==> config.mk <==
export PLATFORM = sky130hd
export DESIGN_NAME = tdc_reg_responder
export DESIGN_NICKNAME = d
export VERILOG_FILES = /design/src/rtl/tdc_reg_responder.sv
export SDC_FILE = /design/constraint.sdc
export NUM_CORES = 1
export LEC_CHECK = 0
export ABC_CLOCK_PERIOD_IN_PS = 2100
export CAP_MARGIN = 20
export CORE_MARGIN = 8
export CORE_UTILIZATION = 53
export CTS_CLUSTER_DIAMETER = 200
export DETAILED_ROUTE_END_ITERATION = 12
export PLACE_DENSITY = 0.76
export SYNTH_ARGS = -nofsm -noshare
export SYNTH_HDL_FRONTEND = slang
export SYNTH_SLANG_ARGS = --single-unit
==> constraint.sdc <==
create_clock -name clk -period 2.1 [get_ports clk]
set_input_delay 0.21 -clock clk [delete_from_list [all_inputs] [get_ports clk]]
set_output_delay 0.21 -clock clk [all_outputs]
set_load 0.05 [all_outputs]
==> src/rtl/tdc_reg_responder.sv <==
// ---------------------------------------------------------------------------
// tdc_reg_responder
//
// Register-bus target for the TDC block. It decodes a host bus made of
// active-low strobes (chip select, write and read). It holds eight read/write
// config registers, four result registers loaded from a side port, a status
// word with access counters and error flags, a clear command and a fixed ID.
// Every committed config write is echoed on a one-cycle notification port.
//
// Ports
//   clk, reset          : sole clock, synchronous active-high reset
//   csn_in/wrn_in/rdn_in: active-low chip select, write and read strobes
//   addr_in, data_in    : register address and write data from the bus
//   data_out, data_oe   : registered read data and bus-drive enable
//   res_load/idx/data   : side-port load of result registers 8..11
//   cfg_wr_pulse/addr/data : one-cycle echo of each committed config write
// ---------------------------------------------------------------------------
module tdc_reg_responder (
    input  logic        clk,
    input  logic        reset,
    input  logic        csn_in,
    input  logic        wrn_in,
    input  logic        rdn_in,
    input  logic [3:0]  addr_in,
    input  logic [27:0] data_in,
    output logic [27:0] data_out,
    output logic        data_oe,
    input  logic        res_load,
    input  logic [1:0]  res_idx,
    input  logic [27:0] res_data,
    output logic        cfg_wr_pulse,
    output logic [2:0]  cfg_wr_addr,
    output logic [27:0] cfg_wr_data
);

    localparam logic [2:0] ST_SYNC = 3'd0;
    localparam logic [2:0] ST_IDLE = 3'd1;
    localparam logic [2:0] ST_WR   = 3'd2;
    localparam logic [2:0] ST_RD   = 3'd3;
    localparam logic [2:0] ST_ERR  = 3'd4;

    localparam logic [3:0]  ADDR_STATUS = 4'd12;
    localparam logic [3:0]  ADDR_CLEAR  = 4'd13;
    localparam logic [3:0]  ADDR_ID     = 4'd14;
    localparam logic [27:0] ID_VALUE    = 28'h7DC0001;

    logic [2:0]  state_q, state_d;
    logic [27:0] cfg_q [0:7];
    logic [27:0] cfg_d [0:7];
    logic [27:0] res_q [0:3];
    logic [27:0] res_d [0:3];
    logic [7:0]  wr_count_q, wr_count_d;
    logic [7:0]  rd_count_q, rd_count_d;
    logic        conflict_err_q, conflict_err_d;
    logic        ro_err_q, ro_err_d;
    logic [27:0] data_out_q, data_out_d;
    logic        data_oe_q, data_oe_d;
    logic        cfg_wr_pulse_q, cfg_wr_pulse_d;
    logic [2:0]  cfg_wr_addr_q, cfg_wr_addr_d;
    logic [27:0] cfg_wr_data_q, cfg_wr_data_d;

    logic        wr_commit;
    logic        rd_start;
    logic        err_entry;
    logic        read_req;
    logic [27:0] status_word;
    logic [27:0] rd_mux;

    // -----------------------------------------------------------------------
    // Bus FSM. SYNC is entered from reset and waits for csn_in high, so an
    // access that was already in flight when reset hit is never honoured.
    // -----------------------------------------------------------------------
    always_comb begin
        // NOTE: every always_comb output gets a default first so that no
        // path leaves it unassigned and a latch cannot be inferred.
        state_d = state_q;
        case (state_q)
            ST_SYNC: begin
                if (csn_in) state_d = ST_IDLE;
            end
            ST_IDLE: begin
                if (!csn_in) begin
                    if (!wrn_in && !rdn_in)     state_d = ST_ERR;
                    else if (!wrn_in)           state_d = ST_WR;
                    else if (!rdn_in)           state_d = ST_RD;
                end
            end
            // Releasing the own strobe is a clean end of the access even if
            // the other strobe falls on the same edge; only an overlap of
            // both strobes is a conflict.
            ST_WR: begin
                if (csn_in || wrn_in)           state_d = ST_IDLE;
                else if (!rdn_in)               state_d = ST_ERR;
            end
            ST_RD: begin
                if (csn_in || rdn_in)           state_d = ST_IDLE;
                else if (!wrn_in)               state_d = ST_ERR;
            end
            ST_ERR: begin
                if (csn_in || (wrn_in && rdn_in)) state_d = ST_IDLE;
            end
            default: state_d = ST_SYNC;
        endcase
    end

    assign wr_commit = (state_q == ST_IDLE) && (state_d == ST_WR);
    assign rd_start  = (state_q == ST_IDLE) && (state_d == ST_RD);
    assign err_entry = (state_d == ST_ERR) && (state_q != ST_ERR);

    // A clean read strobe is served from any state that is not waiting for
    // resync or sitting in a conflict; the drive follows one clock later.
    assign read_req = (state_q != ST_SYNC) && (state_q != ST_ERR) &&
                      !csn_in && !rdn_in && wrn_in;

    assign status_word = {10'd0, ro_err_q, conflict_err_q, rd_count_q, wr_count_q};

    // Read mux works on current register contents, so a result load landing
    // on the same edge as a read returns the value from before the load.
    always_comb begin
        rd_mux = '0;
        if (!addr_in[3]) begin
            rd_mux = cfg_q[addr_in[2:0]];
        end else begin
            case (addr_in)
                4'd8, 4'd9, 4'd10, 4'd11: rd_mux = res_q[addr_in[1:0]];
                ADDR_STATUS:              rd_mux = status_word;
                ADDR_ID:                  rd_mux = ID_VALUE;
                default:                  rd_mux = '0;
            endcase
        end
    end

    // -----------------------------------------------------------------------
    // Register file, counters, flags and output staging
    // -----------------------------------------------------------------------
    always_comb begin
        cfg_d          = cfg_q;
        res_d          = res_q;
        wr_count_d     = wr_count_q;
        rd_count_d     = rd_count_q;
        conflict_err_d = conflict_err_q;
        ro_err_d       = ro_err_q;
        cfg_wr_pulse_d = 1'b0;
        cfg_wr_addr_d  = cfg_wr_addr_q;
        cfg_wr_data_d  = cfg_wr_data_q;
        data_oe_d      = read_req;
        data_out_d     = read_req ? rd_mux : 28'd0;

        if (res_load) begin
            res_d[res_idx] = res_data;
        end

        if (rd_start) begin
            rd_count_d = rd_count_q + 8'd1;
        end

        if (err_entry) begin
            conflict_err_d = 1'b1;
        end

        if (wr_commit) begin
            wr_count_d = wr_count_q + 8'd1;
            if (!addr_in[3]) begin
                cfg_d[addr_in[2:0]] = data_in;
                cfg_wr_pulse_d      = 1'b1;
                cfg_wr_addr_d       = addr_in[2:0];
                cfg_wr_data_d       = data_in;
            end else if (addr_in == ADDR_CLEAR) begin
                // The clear overrides the increment this same write made.
                wr_count_d     = 8'd0;
                rd_count_d     = 8'd0;
                conflict_err_d = 1'b0;
                ro_err_d       = 1'b0;
            end else begin
                ro_err_d = 1'b1;
            end
        end
    end

    always_ff @(posedge clk) begin
        // NOTE: sequential state uses non-blocking assignments so every flop
        // samples the pre-edge value regardless of statement order.
        if (reset) begin
            state_q        <= ST_SYNC;
            // NOTE: the register arrays are small flop banks that must read
            // as zero after reset, so they are reset explicitly rather than
            // being treated as an unreset RAM.
            for (int i = 0; i < 8; i++) cfg_q[i] <= '0;
            for (int i = 0; i < 4; i++) res_q[i] <= '0;
            wr_count_q     <= '0;
            rd_count_q     <= '0;
            conflict_err_q <= 1'b0;
            ro_err_q       <= 1'b0;
            data_out_q     <= '0;
            data_oe_q      <= 1'b0;
            cfg_wr_pulse_q <= 1'b0;
            cfg_wr_addr_q  <= '0;
            cfg_wr_data_q  <= '0;
        end else begin
            state_q        <= state_d;
            cfg_q          <= cfg_d;
            res_q          <= res_d;
            wr_count_q     <= wr_count_d;
            rd_count_q     <= rd_count_d;
            conflict_err_q <= conflict_err_d;
            ro_err_q       <= ro_err_d;
            data_out_q     <= data_out_d;
            data_oe_q      <= data_oe_d;
            cfg_wr_pulse_q <= cfg_wr_pulse_d;
            cfg_wr_addr_q  <= cfg_wr_addr_d;
            cfg_wr_data_q  <= cfg_wr_data_d;
        end
    end

    assign data_out     = data_out_q;
    assign data_oe      = data_oe_q;
    assign cfg_wr_pulse = cfg_wr_pulse_q;
    assign cfg_wr_addr  = cfg_wr_addr_q;
    assign cfg_wr_data  = cfg_wr_data_q;

endmodule

==> out/summary.txt, run 1 <==
DP Cell Count: 2,506
Transition time of the tightest slew-check pin: 0.986 ns
Core area: 32,500 um2
Post-CTS sizing: 0
Global Route Usage Sum: 24.9%
Drt pass-1 iters: 6
Total nets after synthesis: 2,110
Worst Skew: 0.00929 ns
Kind of start point of the critical path: register
Number of cells on the worst reg-to-reg path: 5
Width of the die: 198 um
Layout overhead on the synthesized area: 19.7%
TritonCTS buffer count: 43
Wire length of the first global-routing pass: 78.3 mm
Final Slew Violations: 0
Number of instances on the worst hold path: 3
Routability congestion estimate: 0.855
Clock tree from TritonCTS: built
Terminus of the critical flop-to-flop path: cfg_q[192]
Number of failing hold endpoints at the final stage: 0
Buffer type at the clock tree root: sky130_fd_sc_hd__clkbuf_16
Worst-case hold slack: 0.132 ns
Kind of cell with the highest combined delay on the critical path: buffers and inverters
NetSw: 3.88 mW
Area post-placement: 19,400 um2
Vert. Die Dim: 198 um
Data required time of the critical path: 1.89 ns
Post-CTS Setup Inserts: 0
Drt total wl: 50.1 mm
Fraction of layout instances using a drive strength above 1: 11.3%
Average cell area after synthesis: 8.58 um2
Status: completed
Distinct cells, synth: 49
Arrival time reported for the critical path endpoint: 1.82 ns
Final core utilization: 64.4%
Prevailing post-synth register cell: sky130_fd_sc_hd__dfxtp_1
Area of all placed cells without fillers: 20,900 um2
Launching point of the worst reg2reg path: state_q[1]
Number of violations reported at the end of detailed-routing iteration 0: 1,496
Initial antenna violation count: 2
Max Clk Rate: 493 MHz
Number of standard cells in the layout, taps in and fillers out: 2,586
Number of buffers added on ports: 128
Cells traversed along the worst timing path: clkdlybuf4s50_1
Static Leakage: 7.63 nW
Final worst-path cycle share: 96.5%
DRC violations left: 0
Number of primary I/O pins: 129
Depth of the CTS H-tree: 2
Number of enable flip-flop cells after synthesis: 0
Post-Synthesis Cells: 2,040
Setup TNS: 0 ns
Switching power as a share of total power: 22.4%
Rows: 66
Comb power frac: 6.8%
WP buf/inv: 1
Setup slack on the worst flop-to-flop path: 0.10 ns
Die Area: 39,100 um2
Critical path endpoint category: output port
Cell internal power dissipation: 13.5 mW
Number of vias after detailed routing: 15,000
Cell at the slowest stage of the critical path: sky130_fd_sc_hd__clkdlybuf4s50_1
Hold-critical path endpoint: cfg_wr_addr[0]
Post-layout net count: 2,179
Worst ir drop on vdd: 527 uV
Share of flip-flops with an asynchronous set or reset: 0%
Filler Cell Count: 2,686
Final Critical Period: 2.03 ns
Remaining max-slew budget at the tightest pin: 34.3%
YS warnings: 0
Count of clock tree sinks: 418
Launch instance of the worst min-delay path: addr_in[0]
Slowest Stage Delay on Critical Path: 0.85 ns
Initial core utilization: 53.8%
Largest fanout of any net on the critical path: 1
Clock latency on the worst-skew pair: 0.53 ns
Number of global-route vias before repair: 14,700
Seq cells post-synth: 418
Worst-case clock buffer depth: 3
Power share of the sequential group: 46.5%
Hold/Removal Path Class: input port to register
Largest net degree at the start of global routing: 162
Unrepaired setup endpoints after global routing: no
Crit Path Class: register to output port
Post-detailed-route wirelength per cell: 19.4 um
Cell area after synthesis: 17,500 um2
Total of max-cap violations: 0
Clock slew at reported path FFs: 0.06 ns
Routed via count divided by cell count: 5.80
Final setup violation count: 0
Sequential cell area fraction in the yosys report: 47.8%
Post-route ant nets: 0
Power per Cell Area: 828 nW/um2
Clock group share of total power: 46.7%
Global route total overflow: 0
Post-cts hold buffer count: 0
Final HPWL from detailed placement: 32.0 mm
## flip-flops by register name, indices dropped and copies added, names as in the netlist
signal and cells:
cfg_q 224, cfg_wr_addr 3, cfg_wr_data 28, cfg_wr_pulse 1
conflict_err_q 1, data_oe 1, data_out 28, rd_count_q 8
res_q 112, ro_err_q 1, state_q 3, wr_count_q 8
## cell type report
| type | count | area, um2 | area share [%] |
|---|---|---|---|
| Antenna cell | 2 | 5.00 | 0.0239 |
| Tap cell | 442 | 553 | 2.64 |
| Sequential cell | 418 | 8370 | 39.9 |
| Inverter | 6 | 22.5 | 0.108 |
| Timing Repair Buffer | 211 | 2230 | 10.7 |
| Multi-Input combinational cell | 1429 | 8230 | 39.3 |
| Clock inverter | 12 | 185 | 0.884 |
| Clock buffer | 66 | 1350 | 6.42 |
## worst max-delay path by stage
stage                       startpoint              to  slack, ns  depth (start not counted)
after CTS                 cfg_wr_pulse    cfg_wr_pulse       0.07                          1
after detailed placement        csn_in  cfg_wr_data[4]      -0.13                          6
after global routing        state_q[1]       cfg_q[60]       0.05                          5
after floorplan             state_q[2]       cfg_q[10]       0.13                          7
final                     cfg_wr_pulse    cfg_wr_pulse       0.07                          1
after global placement          csn_in  cfg_wr_addr[2]      -0.06                          6
## Yosys cell counts (all sizes together) (8+ instances only)
cell    count  area (um2)
xor2        9        78.8
mux2i     107        1070
nand2     637        2390
o21ai      40         200
clkbuf    112         420
nand3       8        40.0
nor3       26         130
dfxtp     418        8370
o22ai      30         188
nor2       84         315
nand3b     18         135
mux4       58        1310
buf        75         472
a21oi     331        1660
nor4        9         116
nand4      13         119
## worst reg2reg max path, delay by kind of cell (launching register included)
kind / cells / cell delay [ns]
simple gates: 3 / 1.11
compound gates: 1 / 0.18
buf+inv: 1 / 0.25
flops: 1 / 0.37
## metal layers
metal  global-route usage (%)  vias to the layer above  share of wire, %
met1                     31.3                     7222                40
met5                        0                        -                 0
met3                     4.62                      138               8.0
met2                     41.7                      623                48
met4                     10.6                        0               4.1
li1                         -                     7023                 -
## metrics by stage
stage	total power, mW	setup slack, ns
2_1_floorplan	8.92	0.126
3_3_place_gp	9.37	-0.0559
3_5_place_dp	9.39	-0.126
4_1_cts	17.4	0.0669
5_1_grt	17.8	0.0499
6_report	17.3	0.0736
## cells by family (layout without fill, tap and decap cells)
family          Yosys count  in the layout  synth area share [%]
xor+xnor                 14             14                 0.701
simple gates            827            827                  19.9
buf+inv                 193            295                  5.23
flops                   418            418                  47.8
compound gates          419            419                  12.5
fa+ha+maj                 2              2                 0.143
mux                     167            167                  13.7
other cells               0              2                     0
## cell usage in the layout, fill, tap and decap left out, types with 4 or more instances in the layout
master | synthesis | final
sky130_fd_sc_hd__mux4_2 | 58 | 58
sky130_fd_sc_hd__nor2b_1 | 6 | 6
sky130_fd_sc_hd__xnor2_1 | 5 | 5
sky130_fd_sc_hd__o22ai_1 | 30 | 30
sky130_fd_sc_hd__nor2_1 | 84 | 83
sky130_fd_sc_hd__nand3b_1 | 18 | 18
sky130_fd_sc_hd__nand2b_1 | 6 | 6
sky130_fd_sc_hd__clkdlybuf4s50_1 | 0 | 123
sky130_fd_sc_hd__a21oi_1 | 331 | 331
sky130_fd_sc_hd__or2_2 | 6 | 6
sky130_fd_sc_hd__o21ai_0 | 40 | 40
sky130_fd_sc_hd__nor4_1 | 5 | 5
sky130_fd_sc_hd__nor3_1 | 26 | 25
sky130_fd_sc_hd__clkbuf_16 | 0 | 45
sky130_fd_sc_hd__mux2i_1 | 107 | 107
sky130_fd_sc_hd__clkinv_2 | 0 | 7
sky130_fd_sc_hd__xor2_1 | 9 | 9
sky130_fd_sc_hd__nor4_4 | 4 | 4
sky130_fd_sc_hd__inv_1 | 6 | 6
sky130_fd_sc_hd__buf_4 | 20 | 56
sky130_fd_sc_hd__a31oi_1 | 4 | 4
sky130_fd_sc_hd__buf_12 | 0 | 27
sky130_fd_sc_hd__nand4_2 | 6 | 6
sky130_fd_sc_hd__nand3_1 | 8 | 8
sky130_fd_sc_hd__bufinv_16 | 0 | 5
sky130_fd_sc_hd__clkbuf_8 | 0 | 14
sky130_fd_sc_hd__clkbuf_1 | 112 | 7
sky130_fd_sc_hd__nand4_1 | 7 | 7
sky130_fd_sc_hd__nand2_1 | 637 | 637
sky130_fd_sc_hd__dfxtp_1 | 418 | 418
## power by group through the flow
stage	clock, mW	sequential, mW	combinational [mW]
final	8.10	8.06	1.18
after CTS	8.18	8.06	1.16
after global routing	8.51	8.07	1.25
after detailed placement	0	8.24	1.16
after floorplan	0	8.26	0.662
after global placement	0	8.23	1.14
Power figures use the tool's default switching activity.
==> inputs of run 2 (changes only) <==
--- a/config.mk
+++ b/config.mk
@@ -11,6 +11,7 @@
 export CORE_UTILIZATION = 53
 export CTS_CLUSTER_DIAMETER = 200
 export DETAILED_ROUTE_END_ITERATION = 12
+export HOLD_SLACK_MARGIN = 0.15
 export PLACE_DENSITY = 0.76
 export SYNTH_ARGS = -nofsm -noshare
 export SYNTH_HDL_FRONTEND = slang
==> run 2 against run 1 <==
Global-route usage barely moved. Maximum frequency rose by 0.20%. Register-to-register slack barely moved. Total power barely moved. Largest power group unchanged. Highest routed layer unchanged. Worst hold slack improved by 0.043 ns. Via count barely moved. Combinational power barely moved. Sequential power barely moved. Sequential share of layout area barely moved.
==> out/summary.txt, run 2 (synthesis gave the netlist of run 1 again) <==
Wire length of the first global-routing pass: 78.4 mm (about the same)
Drt pass-1 iters: 8 (+2)
Worst setup startpoint: cfg_wr_pulse
Setup slack on the worst flop-to-flop path: 0.10 ns (about the same)
Worst-case clock buffer depth: 3 (unchanged)
Filler Cell Count: 2,681 (-0.19%)
Cell at the slowest stage of the critical path: sky130_fd_sc_hd__clkdlybuf4s50_1
Routability congestion estimate: 0.855 (unchanged)
Drt total wl: 50.1 mm (about the same)
Most common cell after layout, fill and taps aside: sky130_fd_sc_hd__nand2_1
Worst Skew: 0.00840 ns (-0.000881 ns)
Transition time of the tightest slew-check pin: 0.998 ns (+0.0117 ns)
Status: completed
Depth of the CTS H-tree: 2 (unchanged)
Launching point of the worst reg2reg path: state_q[1]
Final worst-path cycle share: 96.3% (-0.19 points)
Kind of start point of the critical path: register
Routed via count divided by cell count: 5.80 (about the same)
Power share of the sequential group: 46.5% (about the same)
Register with the most flip-flops: cfg_q
NetSw: 3.87 mW (-0.17%)
Number of global-route vias before repair: 14,700 (+0.10%)
Crit Path Class: register to output port
Cell internal power dissipation: 13.5 mW (about the same)
Post-layout net count: 2,180 (+0.046%)
Core area: 32,500 um2 (unchanged)
Clock slew at reported path FFs: 0.06 ns (about the same)
Count of clock tree sinks: 418 (unchanged)
Die Area: 39,100 um2 (unchanged)
Total of max-cap violations: 0 (unchanged)
Area post-placement: 19,400 um2 (unchanged)
Number of vias after detailed routing: 15,000 (+0.013%)
Global route total overflow: 0 (unchanged)
Kind of cell with the highest combined delay on the critical path: buffers and inverters
Clock group share of total power: 46.7% (about the same)
Max Clk Rate: 494 MHz (+0.20%)
Data required time of the critical path: 1.89 ns (about the same)
Fraction of layout instances using a drive strength above 1: 11.3% (+0.041 points)
Global Route Usage Sum: 25.0% (about the same)
Final Slew Violations: 0 (unchanged)
Post-route ant nets: 0 (unchanged)
Number of failing hold endpoints at the final stage: 0 (unchanged)
Hold/Removal Path Class: input port to register
Clock tree from TritonCTS: built
Buffer type at the clock tree root: sky130_fd_sc_hd__clkbuf_16
Slowest Stage Delay on Critical Path: 0.85 ns (about the same)
Initial core utilization: 53.8% (unchanged)
Power per Cell Area: 827 nW/um2 (about the same)
Final Critical Period: 2.02 ns (-0.00396 ns)
Comb power frac: 6.8% (about the same)
Final setup violation count: 0 (unchanged)
Number of violations reported at the end of detailed-routing iteration 0: 1,446 (-3.3%)
Area of all placed cells without fillers: 21,000 um2 (about the same)
Static Leakage: 7.64 nW (about the same)
Cells traversed along the worst timing path: clkdlybuf4s50_1
DP Cell Count: 2,506 (unchanged)
Initial antenna violation count: 1 (-1)
Top flop regs: cfg_q (224), res_q (112)
Width of the die: 198 um (unchanged)
Highest-count cells in the layout ignoring fill and taps: 637 x sky130_fd_sc_hd__nand2_1, 418 x sky130_fd_sc_hd__dfxtp_1, 331 x sky130_fd_sc_hd__a21oi_1
Post-detailed-route wirelength per cell: 19.4 um (about the same)
TritonCTS buffer count: 43 (unchanged)
Largest fanout of any net on the critical path: 1 (unchanged)
Number of primary I/O pins: 129 (unchanged)
Vert. Die Dim: 198 um (unchanged)
Rows: 66 (unchanged)
DRC violations left: 0 (unchanged)
Final total power: 17.3 mW (about the same)
Largest net degree at the start of global routing: 162 (unchanged)
Critical path endpoint category: output port
Switching power as a share of total power: 22.3% (-0.032 points)
Max reg flops: 224 (unchanged)
Post-CTS Setup Inserts: 0 (unchanged)
Launch instance of the worst min-delay path: reset
Worst ir drop on vdd: 527 uV (about the same)
Unrepaired setup endpoints after global routing: no
Remaining max-slew budget at the tightest pin: 33.5% (-0.78 points)
Layout overhead on the synthesized area: 19.8% (about the same)
WP buf/inv: 1 (unchanged)
Arrival time reported for the critical path endpoint: 1.81 ns (about the same)
Clock latency on the worst-skew pair: 0.53 ns (about the same)
Number of standard cells in the layout, taps in and fillers out: 2,586 (unchanged)
Number of buffers added on ports: 128 (unchanged)
Final HPWL from detailed placement: 32.0 mm (unchanged)
==> run 2: cell types whose count changed in the layout (fill, tap and decap cells not counted), sizes merged <==
| cell | delta |
|---|---|
| diode | -1 |
| dlygate4sd3 | +1 |
==> run 2: final cells by class <==
class	count	area (um2)	share of cell area [%]
multi-input combinational	1429	8240	39.3
antenna	1	2.50	0.0119
timing repair buffer	212	2240	10.7
clock inverter	12	185	0.884
sequential	418	8370	39.9
tap	442	553	2.64
clock buffer	66	1350	6.42
inverter	6	22.5	0.107
==> run 2: metrics by stage <==
step	hold slack (ns)	setup TNS [ns]	utilization, %	setup WS, ns
2_1_floorplan	0.289	0	-	0.126
3_3_place_gp	0.438	-4.30	59.7	-0.0559
3_5_place_dp	0.443	-12.83	59.7	-0.126
4_1_cts	0.168	0	64.4	0.0669
5_1_grt	0.208	0	64.4	0.0499
6_report	0.175	0	64.4	0.0776
==> run 2: what timing repair did <==
action / in CTS / in global routing
hold buffers: 1 / 0
setup endpoints to repair: 0 / 1
hold endpoints to repair: 1 / 0
resized for setup: 0 / 1
==> run 2: power by group through the flow <==
stage          sequential, mW  clock, mW  combinational, mW
2_1_floorplan            8.26          0              0.662
3_3_place_gp             8.23          0               1.14
3_5_place_dp             8.24          0               1.16
4_1_cts                  8.06       8.18               1.16
5_1_grt                  8.07       8.51               1.25
6_report                 8.06       8.09               1.18
==> run 2: worst paths after layout <==
check	endpoint	depth (start not counted)
worst max-delay path	cfg_wr_pulse	1
worst min-delay path	cfg_q[167]	3
worst max register to register	cfg_q[192]	5
worst min register to register	cfg_wr_data[11]	2
==> run 2: routing by layer <==
metal | vias up | track usage (%) | wire, um
met5 | - | 0 | 0
met4 | 0 | 10.4 | 1980
met3 | 141 | 4.62 | 3930
met2 | 644 | 41.8 | 24000
met1 | 7192 | 31.4 | 20100
li1 | 7031 | - | -
==> inputs of run 3 (changes only) <==
--- a/config.mk
+++ b/config.mk
@@ -10,6 +10,7 @@
 export CORE_MARGIN = 8
 export CORE_UTILIZATION = 53
 export CTS_CLUSTER_DIAMETER = 200
+export CTS_CLUSTER_SIZE = 30
 export DETAILED_ROUTE_END_ITERATION = 12
 export HOLD_SLACK_MARGIN = 0.15
 export PLACE_DENSITY = 0.76
==> run 3 against run 2 <==
Sequential share of layout area grew 2.2 points. Flip-flop and latch count is the same. Worst hold slack gained 0.011 ns. Via count shrank 2.0%. Total power shrank 24%. First-iteration DRC count grew 0.35%. Utilization shrank 3.4 points.
==> out/summary.txt, run 3 (synthesis gave the netlist of run 1 again) <==
Setup slack of the critical path after layout: 0.0895 ns (+0.0119 ns)
Number of failing hold endpoints at the final stage: 0 (unchanged)
Worst-case setup slack after placement: -0.126 ns (unchanged)
Transition time of the tightest slew-check pin: 0.992 ns (-0.00590 ns)
Rows: 66 (unchanged)
Max reg flops: 224 (unchanged)
Worst Skew: 0.0135 ns (+0.00510 ns)
Met2 wire length: 23.3 mm (-3.0%)
Register with the most flip-flops: cfg_q
Worst setup startpoint: cfg_wr_pulse
Post-layout net count: 2,154 (-1.2%)
Global Route Usage Sum: 24.3% (-0.71 points)
Buffer type at the clock tree root: sky130_fd_sc_hd__clkbuf_16
Final total power: 13.1 mW (-24%)
Kind of start point of the critical path: register
Static Leakage: 7.09 nW (-7.1%)
WL met3: 3.75 mm (-4.6%)
Remaining max-slew budget at the tightest pin: 33.9% (+0.39 points)
Wire length of the first global-routing pass: 76.5 mm (-2.5%)
Final worst-path cycle share: 95.7% (-0.57 points)
Count of clock tree sinks: 418 (unchanged)
Top routing layer used: met4
Initial antenna violation count: 1 (unchanged)
Post-detailed-route wirelength per cell: 19.3 um (-0.17%)
Final Slew Violations: 0 (unchanged)
Number of global-route vias before repair: 14,200 (-3.0%)
TritonCTS buffer count: 17 (-60%)
Post-CTS sizing: 0 (unchanged)
Metal1 wirelength: 20.1 mm (-0.31%)
Unrepaired setup endpoints after global routing: no
Slowest Stage Delay on Critical Path: 0.84 ns (about the same)
Total of max-cap violations: 0 (unchanged)
Final Critical Period: 2.01 ns (-0.0119 ns)
Vert. Die Dim: 198 um (unchanged)
Routed via count divided by cell count: 5.82 (+0.36%)
Data required time of the critical path: 1.89 ns (about the same)
Global route total overflow: 0 (unchanged)
Initial core utilization: 53.8% (unchanged)
Worst setup path endpoint: cfg_wr_pulse
Width of the die: 198 um (unchanged)
Crit Path Class: register to output port
Cells traversed along the worst timing path: clkdlybuf4s50_1
Drt total wl: 48.8 mm (-2.5%)
Number of vias after detailed routing: 14,700 (-2.0%)
Fraction of layout instances using a drive strength above 1: 9.03% (-2.3 points)
Arrival time reported for the critical path endpoint: 1.80 ns (about the same)
Critical path endpoint category: output port
Number of cells on the critical path: 1 (unchanged)
Clock tree from TritonCTS: built
Die Area: 39,100 um2 (unchanged)
Drt pass-1 iters: 6 (-2)
Number of primary I/O pins: 129 (unchanged)
Number of violations reported at the end of detailed-routing iteration 0: 1,451 (+0.35%)
Top flop regs: cfg_q (224), res_q (112)
Number of buffers added on ports: 128 (unchanged)
Clock slew at reported path FFs: 0.11 ns (+0.05 ns)
Number of cells on the worst reg-to-reg path: 5 (unchanged)
Largest fanout of any net on the critical path: 1 (unchanged)
Final setup violation count: 0 (unchanged)
DRC violations left: 0 (unchanged)
Core area: 32,500 um2 (unchanged)
Status: completed
Highest-count cells in the layout ignoring fill and taps: 637 x sky130_fd_sc_hd__nand2_1, 418 x sky130_fd_sc_hd__dfxtp_1, 331 x sky130_fd_sc_hd__a21oi_1
Worst ir drop on vdd: 472 uV (-11%)
Final HPWL from detailed placement: 32.0 mm (unchanged)
Routability congestion estimate: 0.855 (unchanged)
Depth of the CTS H-tree: 1 (-1)
Cell at the slowest stage of the critical path: sky130_fd_sc_hd__clkdlybuf4s50_1
Hold/Removal Path Class: input port to register
Largest net degree at the start of global routing: 162 (unchanged)
Layout overhead on the synthesized area: 13.5%
Launching point of the worst reg2reg path: state_q[1]
Power per Cell Area: 661 nW/um2 (-20%)
Most common cell after layout, fill and taps aside: sky130_fd_sc_hd__nand2_1
Setup slack on the worst flop-to-flop path: 0.11 ns (about the same)
Worst-case clock buffer depth: 3 (unchanged)
Clock latency on the worst-skew pair: 0.53 ns (about the same)
Post-route ant nets: 0 (unchanged)
Max Clk Rate: 497 MHz (+0.59%)
Post-CTS Setup Inserts: 0 (unchanged)
Terminus of the critical flop-to-flop path: cfg_wr_data[4]
Kind of cell with the highest combined delay on the critical path: buffers and inverters
WP buf/inv: 1 (unchanged)
==> run 3: layout make-up <==
class	instances	area (um2)
Multi-Input combinational cell	1429	8230
Antenna cell	1	2.50
Sequential cell	418	8370
Inverter	6	22.5
Tap cell	442	553
Fill cell	2829	12700
Timing Repair Buffer	212	2240
Clock buffer	18	439
==> run 3: worst min-delay path by stage <==
stage / from / to / slack (ns) / depth (start not counted)
final: addr_in[2] / cfg_wr_addr[2] / 0.19 / 4
after CTS: addr_in[2] / cfg_wr_addr[2] / 0.17 / 4
after detailed placement: cfg_q[132] / cfg_q[132] / 0.44 / 2
after global placement: cfg_q[65] / cfg_q[65] / 0.44 / 2
after floorplan: csn_in / state_q[2] / 0.29 / 1
after global routing: addr_in[2] / cfg_wr_addr[2] / 0.21 / 4
==> run 3: what timing repair did <==
action / in CTS / in global routing
endpoints found under the hold margin: 1 / 0
hold buffers: 1 / 0
setup endpoints to repair: 0 / 0
==> run 3: through the flow <==
| step | hold slack (ns) | TNS, ns | area [um2] | cells | utilization (%) |
|---|---|---|---|---|---|
| 2_1_floorplan | 0.289 | 0 | 17500 | 2040 | - |
| 3_3_place_gp | 0.438 | -4.30 | 19400 | 2506 | 59.7 |
| 3_5_place_dp | 0.443 | -12.83 | 19400 | 2506 | 59.7 |
| 4_1_cts | 0.165 | 0 | 19900 | 2525 | 61.0 |
| 5_1_grt | 0.207 | 0 | 19900 | 2526 | 61.0 |
| 6_report | 0.186 | 0 | 19900 | 2526 | 61.0 |
==> run 3: per-layer routing <==
| layer | up-vias | global-route usage (%) |
|---|---|---|
| met5 | - | 0 |
| met4 | 0 | 9.38 |
| met3 | 95 | 3.75 |
| met2 | 555 | 40.5 |
| met1 | 7120 | 31.3 |
| li1 | 6943 | - |
==> run 3: power by group <==
group | total, mW | switching [mW] | internal (mW)
clock | 3.90 | 2.38 | 1.51
sequential | 8.06 | 0.0460 | 8.01
combinational | 1.17 | 0.740 | 0.433
